### src/rtl/boot_req_pkg.sv
// Shared definitions for the reboot-request path: FSM states, image codes, default unlock key.
package boot_req_pkg;

  typedef enum logic [1:0] {
    ST_IDLE = 2'd0,
    ST_WAIT = 2'd1,
    ST_FIRE = 2'd2,
    ST_DONE = 2'd3
  } state_t;

  localparam logic [1:0]  BOOT_IMAGE       = 2'b01;
  localparam logic [1:0]  USER_IMAGE       = 2'b10;
  localparam logic [15:0] BOOT_KEY_DEFAULT = 16'hB007;

endpackage

### src/rtl/boot_req_presc.sv
// Free-running TICK_W-bit tick prescaler with synchronous clear; o_wrap pulses for one
// cycle on the last count before wrap. No backpressure.
module boot_req_presc #(
  parameter int TICK_W = 16
) (
  input  logic clk,
  input  logic rst_n,
  input  logic i_clr,
  input  logic i_en,
  output logic o_wrap
);

  logic [TICK_W-1:0] r_cnt;

  always_ff @(posedge clk or negedge rst_n) begin
    if (!rst_n) begin
      r_cnt <= '0;
    end else if (i_clr) begin
      r_cnt <= '0;
    end else if (i_en) begin
      r_cnt <= r_cnt + 1'b1;
    end
  end

  assign o_wrap = i_en & ~i_clr & (r_cnt == {TICK_W{1'b1}});

endmodule

### src/rtl/boot_req_ctrl.sv
// Reboot request -> delayed boot_sel/boot_now strobe; abortable while waiting, terminal after firing.
// Requests stall outside IDLE; optional key check under `BOOT_REQ_KEY_EN.
module boot_req_ctrl
  import boot_req_pkg::*;
#(
  parameter int          DLY_W  = 8,
  parameter int          TICK_W = 16,
  parameter logic [15:0] KEY    = BOOT_KEY_DEFAULT
) (
  input  logic             clk,
  input  logic             rst_n,
  input  logic             req_valid,
  output logic             req_ready,
  input  logic [1:0]       req_sel,
  input  logic [DLY_W-1:0] req_delay,
  input  logic [15:0]      req_key,
  output logic             req_err,
  input  logic             abort,
  output logic             busy,
  output logic [DLY_W-1:0] cnt_rem,
  output logic [1:0]       boot_sel,
  output logic             boot_now
);

  state_t           r_state, w_state_nxt;
  logic [DLY_W-1:0] r_cnt, w_cnt_nxt;
  logic [1:0]       r_boot_sel, w_sel_nxt;
  logic             w_hs;
  logic             w_key_ok;
  logic             w_wrap;

  assign req_ready = (r_state == ST_IDLE) & ~abort;
  assign w_hs      = req_valid & req_ready;

`ifdef BOOT_REQ_KEY_EN
  logic r_req_err;

  assign w_key_ok = (req_key == KEY);

  // A bad key still completes the handshake; only the error pulse records it.
  always_ff @(posedge clk or negedge rst_n) begin
    if (!rst_n) begin
      r_req_err <= 1'b0;
    end else begin
      r_req_err <= w_hs & ~w_key_ok;
    end
  end

  assign req_err = r_req_err;
`else
  logic w_unused;

  assign w_key_ok = 1'b1;
  assign w_unused = ^{req_key, KEY};
  assign req_err  = 1'b0;
`endif

  boot_req_presc #(.TICK_W(TICK_W)) u_presc (
    .clk    (clk),
    .rst_n  (rst_n),
    .i_clr  (r_state != ST_WAIT),
    .i_en   (r_state == ST_WAIT),
    .o_wrap (w_wrap)
  );

  always_ff @(posedge clk or negedge rst_n) begin
    if (!rst_n) begin
      r_state    <= ST_IDLE;
      r_cnt      <= '0;
      r_boot_sel <= 2'b00;
    end else begin
      r_state    <= w_state_nxt;
      r_cnt      <= w_cnt_nxt;
      r_boot_sel <= w_sel_nxt;
    end
  end

  always_comb begin
    w_state_nxt = r_state;
    w_cnt_nxt   = r_cnt;
    w_sel_nxt   = r_boot_sel;
    case (r_state)
      ST_IDLE: begin
        if (w_hs && w_key_ok) begin
          w_state_nxt = ST_WAIT;
          w_cnt_nxt   = req_delay;
          w_sel_nxt   = req_sel;
        end
      end
      ST_WAIT: begin
        // Abort outranks both the fire decision and the tick decrement.
        if (abort) begin
          w_state_nxt = ST_IDLE;
          w_cnt_nxt   = '0;
        end else if (r_cnt == '0) begin
          w_state_nxt = ST_FIRE;
        end else if (w_wrap) begin
          w_cnt_nxt = r_cnt - 1'b1;
        end
      end
      ST_FIRE: w_state_nxt = ST_DONE;
      ST_DONE: w_state_nxt = ST_DONE;
      default: w_state_nxt = ST_IDLE;
    endcase
  end

  assign busy     = (r_state != ST_IDLE);
  assign boot_now = (r_state == ST_FIRE);
  assign boot_sel = r_boot_sel;
  assign cnt_rem  = (r_state == ST_WAIT) ? r_cnt : '0;

endmodule

### config.mk
export PLATFORM = sky130hd
export DESIGN_NAME = boot_req_ctrl
export DESIGN_NICKNAME = d
export VERILOG_FILES = /design/src/rtl/boot_req_pkg.sv /design/src/rtl/boot_req_presc.sv /design/src/rtl/boot_req_ctrl.sv
export SDC_FILE = /design/constraint.sdc
export NUM_CORES = 1
export LEC_CHECK = 0
export ABC_AREA = 1
export BUFFER_PORTS_ARGS = -buffer_cell sky130_fd_sc_hd__buf_2
export CAP_MARGIN = 40
export CORE_MARGIN = 1
export CORE_UTILIZATION = 53
export CTS_CLUSTER_DIAMETER = 60
export DETAILED_ROUTE_END_ITERATION = 10
export HOLD_SLACK_MARGIN = 0.05
export PLACE_DENSITY = 0.9
export SLEW_MARGIN = 20
export SYNTH_ARGS = -nofsm -noshare
export SYNTH_HDL_FRONTEND = slang
export SYNTH_SLANG_ARGS = --single-unit
### constraint.sdc
create_clock -name clk -period 2 [get_ports clk]
set_clock_uncertainty 0.2 [all_clocks]
set_input_delay 0 -clock clk [delete_from_list [all_inputs] [get_ports clk]]
set_output_delay 0 -clock clk [all_outputs]
set_load 0.005 [all_outputs]
==> qor.csv, run 1 <==
metric,value,unit
tns,0,ns
clk_pin_slew,0.16,ns
io_pins,44,
nets,314,
slew_viol_final,0,
power_density,436,nW/um^2
drc,0,
final_cell_mix,"nand2_1, nor2_1, dfrtp_1, buf_2, inv_1",
firstDrtPassIters,7,
synthAdderAreaFrac,2.16,%
arrival,1.96,ns
initial_core_util,56.4,%
async_flop_share,100,%
hold_path_class,in -> reg,
rsz0062_at_grt,false,
regArea,702,sq um
crit_path_end_kind,flop,
die_area,3510,sq um
dp_cells,303,
fmax,0.522,GHz
slew_headroom,57.7,%
dp_hpwl,2.69,mm
path_class,reg -> reg,
gr-total-overflow,0,
numClockSinks,28,
synth-edff-count,0,
synth-compound-area-share,7.71,%
fillCellCount,246,
synth.distinct_cells,31,
r2r_start,r_state[1],
die_w,59.2,microns
synth-seq-area-share,40.3,%
ys_warn_count,0,
clock_latency,0.34,ns
min_period_over_period,95.7,%
grt_antenna_before_repair,0,
cts_made_buffers,3,
synth_top_family_by_area,simple AND/OR/NAND/NOR gates,
n_antenna_cell,0,
multiInputGateArea,917,sq um
core-area,3080,sq um
setup.worst_path.start,r_state[1],
viasPerCell,5.26,
grt_max_degree,29,
syn_avg_cell_area,7.36,sq um
vias,1704,
period_needed,1.91,ns
cp-start-kind,flop,
grtUsageTotal,24.6,%
drt_iter0_drc,150,
synth-seq-cells,28,
wire_per_inst,12.8,microns
setup_violations,0,
max_slew.worst_pin.slew,0.635,ns
first_global_vias,1563,
syn-num-nets,269,
drtAntennaViolNets,0,
synthesis.area,1740,sq um
worstHoldStart,req_delay[5],
rows,20,
synth_flop_cell,dfrtp_1,
drive_above_1_share,19.3,%
io_buffer_count,26,
synth_xor_xnor_area_share,1.01,%
die_h,59.2,microns
p_leak,1.02,nW
gp_congestion,0.858,
wl,4.16,mm
grt_pass1_wl,6.49,mm
area_delta_synth_final,21.5,%
htreeDepth,1,
peakVddDrop,0.000419,V
required,2.05,ns
synthMuxAreaShare,1.30,%
drv_cap,0,
status,finished clean,
cts_buffer_depth,2,
crit_path_max_fanout,3,
fin_cells,324,
cts_tree,built,
hold_viol_final,0,
yosys.area_share.simple,40.4,%
root_buffer,clkbuf_4,
syn_inst,236,
final_common_cell,nand2_1,
final timing paths:
kind | to | slack (ns) | depth (start not counted)
setup / recovery | boot_sel[1] | 0.09 | 4
setup reg to reg | boot_sel[1] | 0.09 | 4
max in group asynchronous | r_state[0] | 0.62 | 3
min in group asynchronous | u_presc.r_cnt[6] | 0.54 | 3
hold reg to reg | u_presc.r_cnt[0] | 0.30 | 1
hold / removal | r_cnt[5] | 0.27 | 6
registers in the layout (all words and copies together), names as in the netlist:
register and cells:
r_cnt 8, u_presc.r_cnt 16, r_state 2, boot_sel 2
report_power, final:
part | switching (mW) | internal, mW | total (mW)
logic | 0.0269 | 0.0313 | 0.0582
registers | 0 | 0.566 | 0.566
clock network | 0.182 | 0.112 | 0.294
logic make-up (layout without fill, tap and decap cells):
logic type | Yosys count | after routing
and+or+nand+nor | 147 | 147
other | 1 | 1
xor gates and xnor gates | 2 | 2
muxes | 2 | 2
adders and majority gates | 3 | 3
DFF | 28 | 28
buffers and inverters | 30 | 74
AOI/OAI and AO/OA | 23 | 23
repair_timing:
action,in CTS,in global routing
hold endpoints to repair,40,0
setup buffers,0,1
gates resized for setup,0,1
endpoints found under the setup margin,0,2
hold buffers,16,0
cells in the mapped netlist, types with 2 or more instances:
master / n / share of area (%)
a21oi_1: 9 / 2.6
a31oi_1: 2 / 0.72
buf_2: 2 / 0.58
dfrtp_1: 28 / 40
ha_1: 3 / 2.2
inv_1: 23 / 5.0
inv_2: 3 / 0.65
mux2_2: 2 / 1.3
nand2_1: 63 / 14
nand2_4: 4 / 2.6
nand3_1: 20 / 5.8
nand3_2: 2 / 1.2
nand4_1: 4 / 1.4
nor2_1: 39 / 8.4
nor2_2: 4 / 1.4
nor2_4: 2 / 1.3
nor3_1: 4 / 1.2
o21ai_0: 9 / 2.6
worst max-delay path, stage by stage (launching register included):
cell and delay, ns:
dfrtp_1 0.44, nor2_2 0.15, nand3b_1 0.16, mux2_2 0.32, dlygate4sd3_1 0.56
per-stage QoR:
stage | hold WS (ns) | power [mW] | cell area (sq um) | setup WS [ns] | utilization, %
detailed placement | -0.142 | 0.613 | 1900 | 0.223 | 61.9
finish | 0.273 | 0.919 | 2110 | 0.0858 | 68.5
global route | 0.274 | 0.949 | 2110 | 0.00654 | 68.5
CTS | 0.280 | 0.917 | 2100 | 0.104 | 68.3
floorplan | -0.496 | 0.587 | 1740 | 0.400 | -
global placement | -0.150 | 0.612 | 1900 | 0.239 | 61.9
metal layers:
layer  routed length [microns]  global-route usage (%)  up-vias  share of wire, %
met5                         0                       0        -                 0
met4                        74                    9.52        0               1.8
met3                       258                    3.28       11               6.2
met2                      2110                    43.0       72                51
met1                      1720                    30.7      776                41
li1                          -                       -      845                 -
cell type report:
type	instances	area share [%]
inverters	27	4.80
clock buffers	4	1.72
flip-flops and latches	28	33.3
multi-input cells	178	43.5
well taps	44	2.61
repair buffers	43	14.1
Power figures use the tool's default switching activity.
==> inputs of run 2 (changes only) <==
Settings changed: REMOVE_ABC_BUFFERS from default to 1.
==> run 2 against run 1 <==
Register-to-register slack improved by 0.02 ns. Die area unchanged. Count of clock-buffer cells in the layout unchanged. Sequential power about the same. Wire length decreased by 17%. Critical path depth unchanged. Hold slack improved by 0.028 ns. Sequential cell count unchanged. Setup slack improved by 0.020 ns. Power decreased by 3.2%.
==> qor.csv, run 2 (synthesized netlist as in run 1, its figures left out) <==
metric,value,unit
status,finished clean,
cts_made_buffers,3,
area_delta_synth_final,21.0,%
grtUsageTotal,21.0,%
final_cell_mix,"nand2_1, nor2_1, dfrtp_1, buf_2, inv_1",
slew_headroom,58.3,%
drv_cap,0,
arrival,1.91,ns
period_needed,1.89,ns
n_antenna_cell,0,
grt_max_degree,29,
root_buffer,clkbuf_4,
htreeDepth,1,
cts_tree,built,
largest_register_ffs,16,
power_frac_clock,30.0,%
p_leak,1.01,nW
crit_path_max_fanout,4,
rsz0062_at_grt,false,
dp_hpwl,2.45,mm
drt_iter0_drc,93,
fin_total_pwr,0.890,mW
slowest_stage,dlygate4sd3_1,
crit_path_end_kind,flop,
numClockSinks,28,
initial_core_util,56.4,%
wire_per_inst,10.7,microns
holdBufCountCts,16,
dp_cells,303,
nets,313,
peakVddDrop,0.000263,V
drc,0,
hold_path_class,reg -> reg,
post-cts-setup-buffer-count,0,
p_sw_share,20.3,%
tns,0,ns
cp-start-kind,flop,
top_register,u_presc.r_cnt,
critPathTopFamily,buffers and inverters,
cts_resized,0,
fmax,0.528,GHz
viasPerCell,4.93,
clock_latency,0.32,ns
critPathMaxStageDelay,0.56,ns
die_h,59.2,microns
p_seq_share,63.6,%
gp_congestion,0.845,
die_w,59.2,microns
clk_pin_slew,0.14,ns
grt_pass1_wl,5.63,mm
power_density,424,nW/um^2
drtAntennaViolNets,0,
firstDrtPassIters,4,
io_buffer_count,26,
fin_cells,323,
wl,3.45,mm
max_slew.worst_pin.slew,0.626,ns
first_global_vias,1397,
worst-path-buf-inv,1,
reg_top3,"u_presc.r_cnt (16), r_cnt (8)",
grt_antenna_before_repair,0,
slew_viol_final,0,
final_common_cell,nand2_1,
p_comb_share,6.3,%
min_period_over_period,94.7,%
die_area,3510,sq um
drive_above_1_share,18.6,%
cp_cell_sequence,nor2_2 > nand3b_1 > mux2_2 > dlygate4sd3_1,
core-area,3080,sq um
rows,20,
p_int,0.709,mW
path_class,reg -> reg,
cts_buffer_depth,2,
vias,1594,
required,2.02,ns
p_sw,0.181,mW
hold_viol_final,0,
gr-total-overflow,0,
setup_violations,0,
io_pins,44,
-- run 2: through the flow --
| stage | utilization [%] | setup slack, ns | instance area, sq um | hold WS (ns) |
|---|---|---|---|---|
| after CTS | 68.3 | 0.111 | 2100 | 0.304 |
| after detailed placement | 61.9 | 0.209 | 1900 | -0.145 |
| after global routing | 68.3 | 0.0264 | 2100 | 0.340 |
| after global placement | 61.9 | 0.266 | 1900 | -0.156 |
| after floorplan | - | 0.400 | 1720 | -0.496 |
| final | 68.3 | 0.106 | 2100 | 0.301 |
-- run 2: final cells by class --
class                   count  area (sq um)
fillers                   251           977
multi-input cells         178           917
inverters                  27           101
clock buffers               4          36.3
repair buffers             42           290
well taps                  44          55.1
flip-flops and latches     28           701
-- run 2: metal layers --
| metal | global-route usage, % | vias up | part of all wire [%] |
|---|---|---|---|
| met5 | 0 | - | 0 |
| met4 | 5.10 | 0 | 0.61 |
| met3 | 2.18 | 2 | 2.3 |
| met2 | 38.4 | 24 | 51 |
| met1 | 26.3 | 733 | 46 |
| li1 | - | 835 | - |
-- run 2: final timing paths --
path / from / end / slack, ns / depth (start not counted)
max: r_state[0] / boot_sel[1] / 0.11 / 4
min: u_presc.r_cnt[0] / u_presc.r_cnt[0] / 0.30 / 1
max reg2reg: r_state[0] / boot_sel[1] / 0.11 / 4
min reg2reg: u_presc.r_cnt[0] / u_presc.r_cnt[0] / 0.30 / 1
max in group asynchronous: rst_n / r_cnt[7] / 0.63 / 3
min in group asynchronous: rst_n / boot_sel[0] / 0.56 / 3
-- run 2: worst reg2reg max path, cell delays in order (launching register included) --
cell and delay, ns:
dfrtp_1 0.46, nor2_2 0.14, nand3b_1 0.14, mux2_2 0.29, dlygate4sd3_1 0.56
-- run 2: power by group through the flow --
stage	clock (mW)	sequential (mW)	combinational (mW)
after floorplan	0	0.577	0.00895
after detailed placement	0	0.577	0.0353
after global routing	0.302	0.567	0.0627
after global placement	0	0.577	0.0349
after CTS	0.281	0.566	0.0560
final	0.267	0.566	0.0562
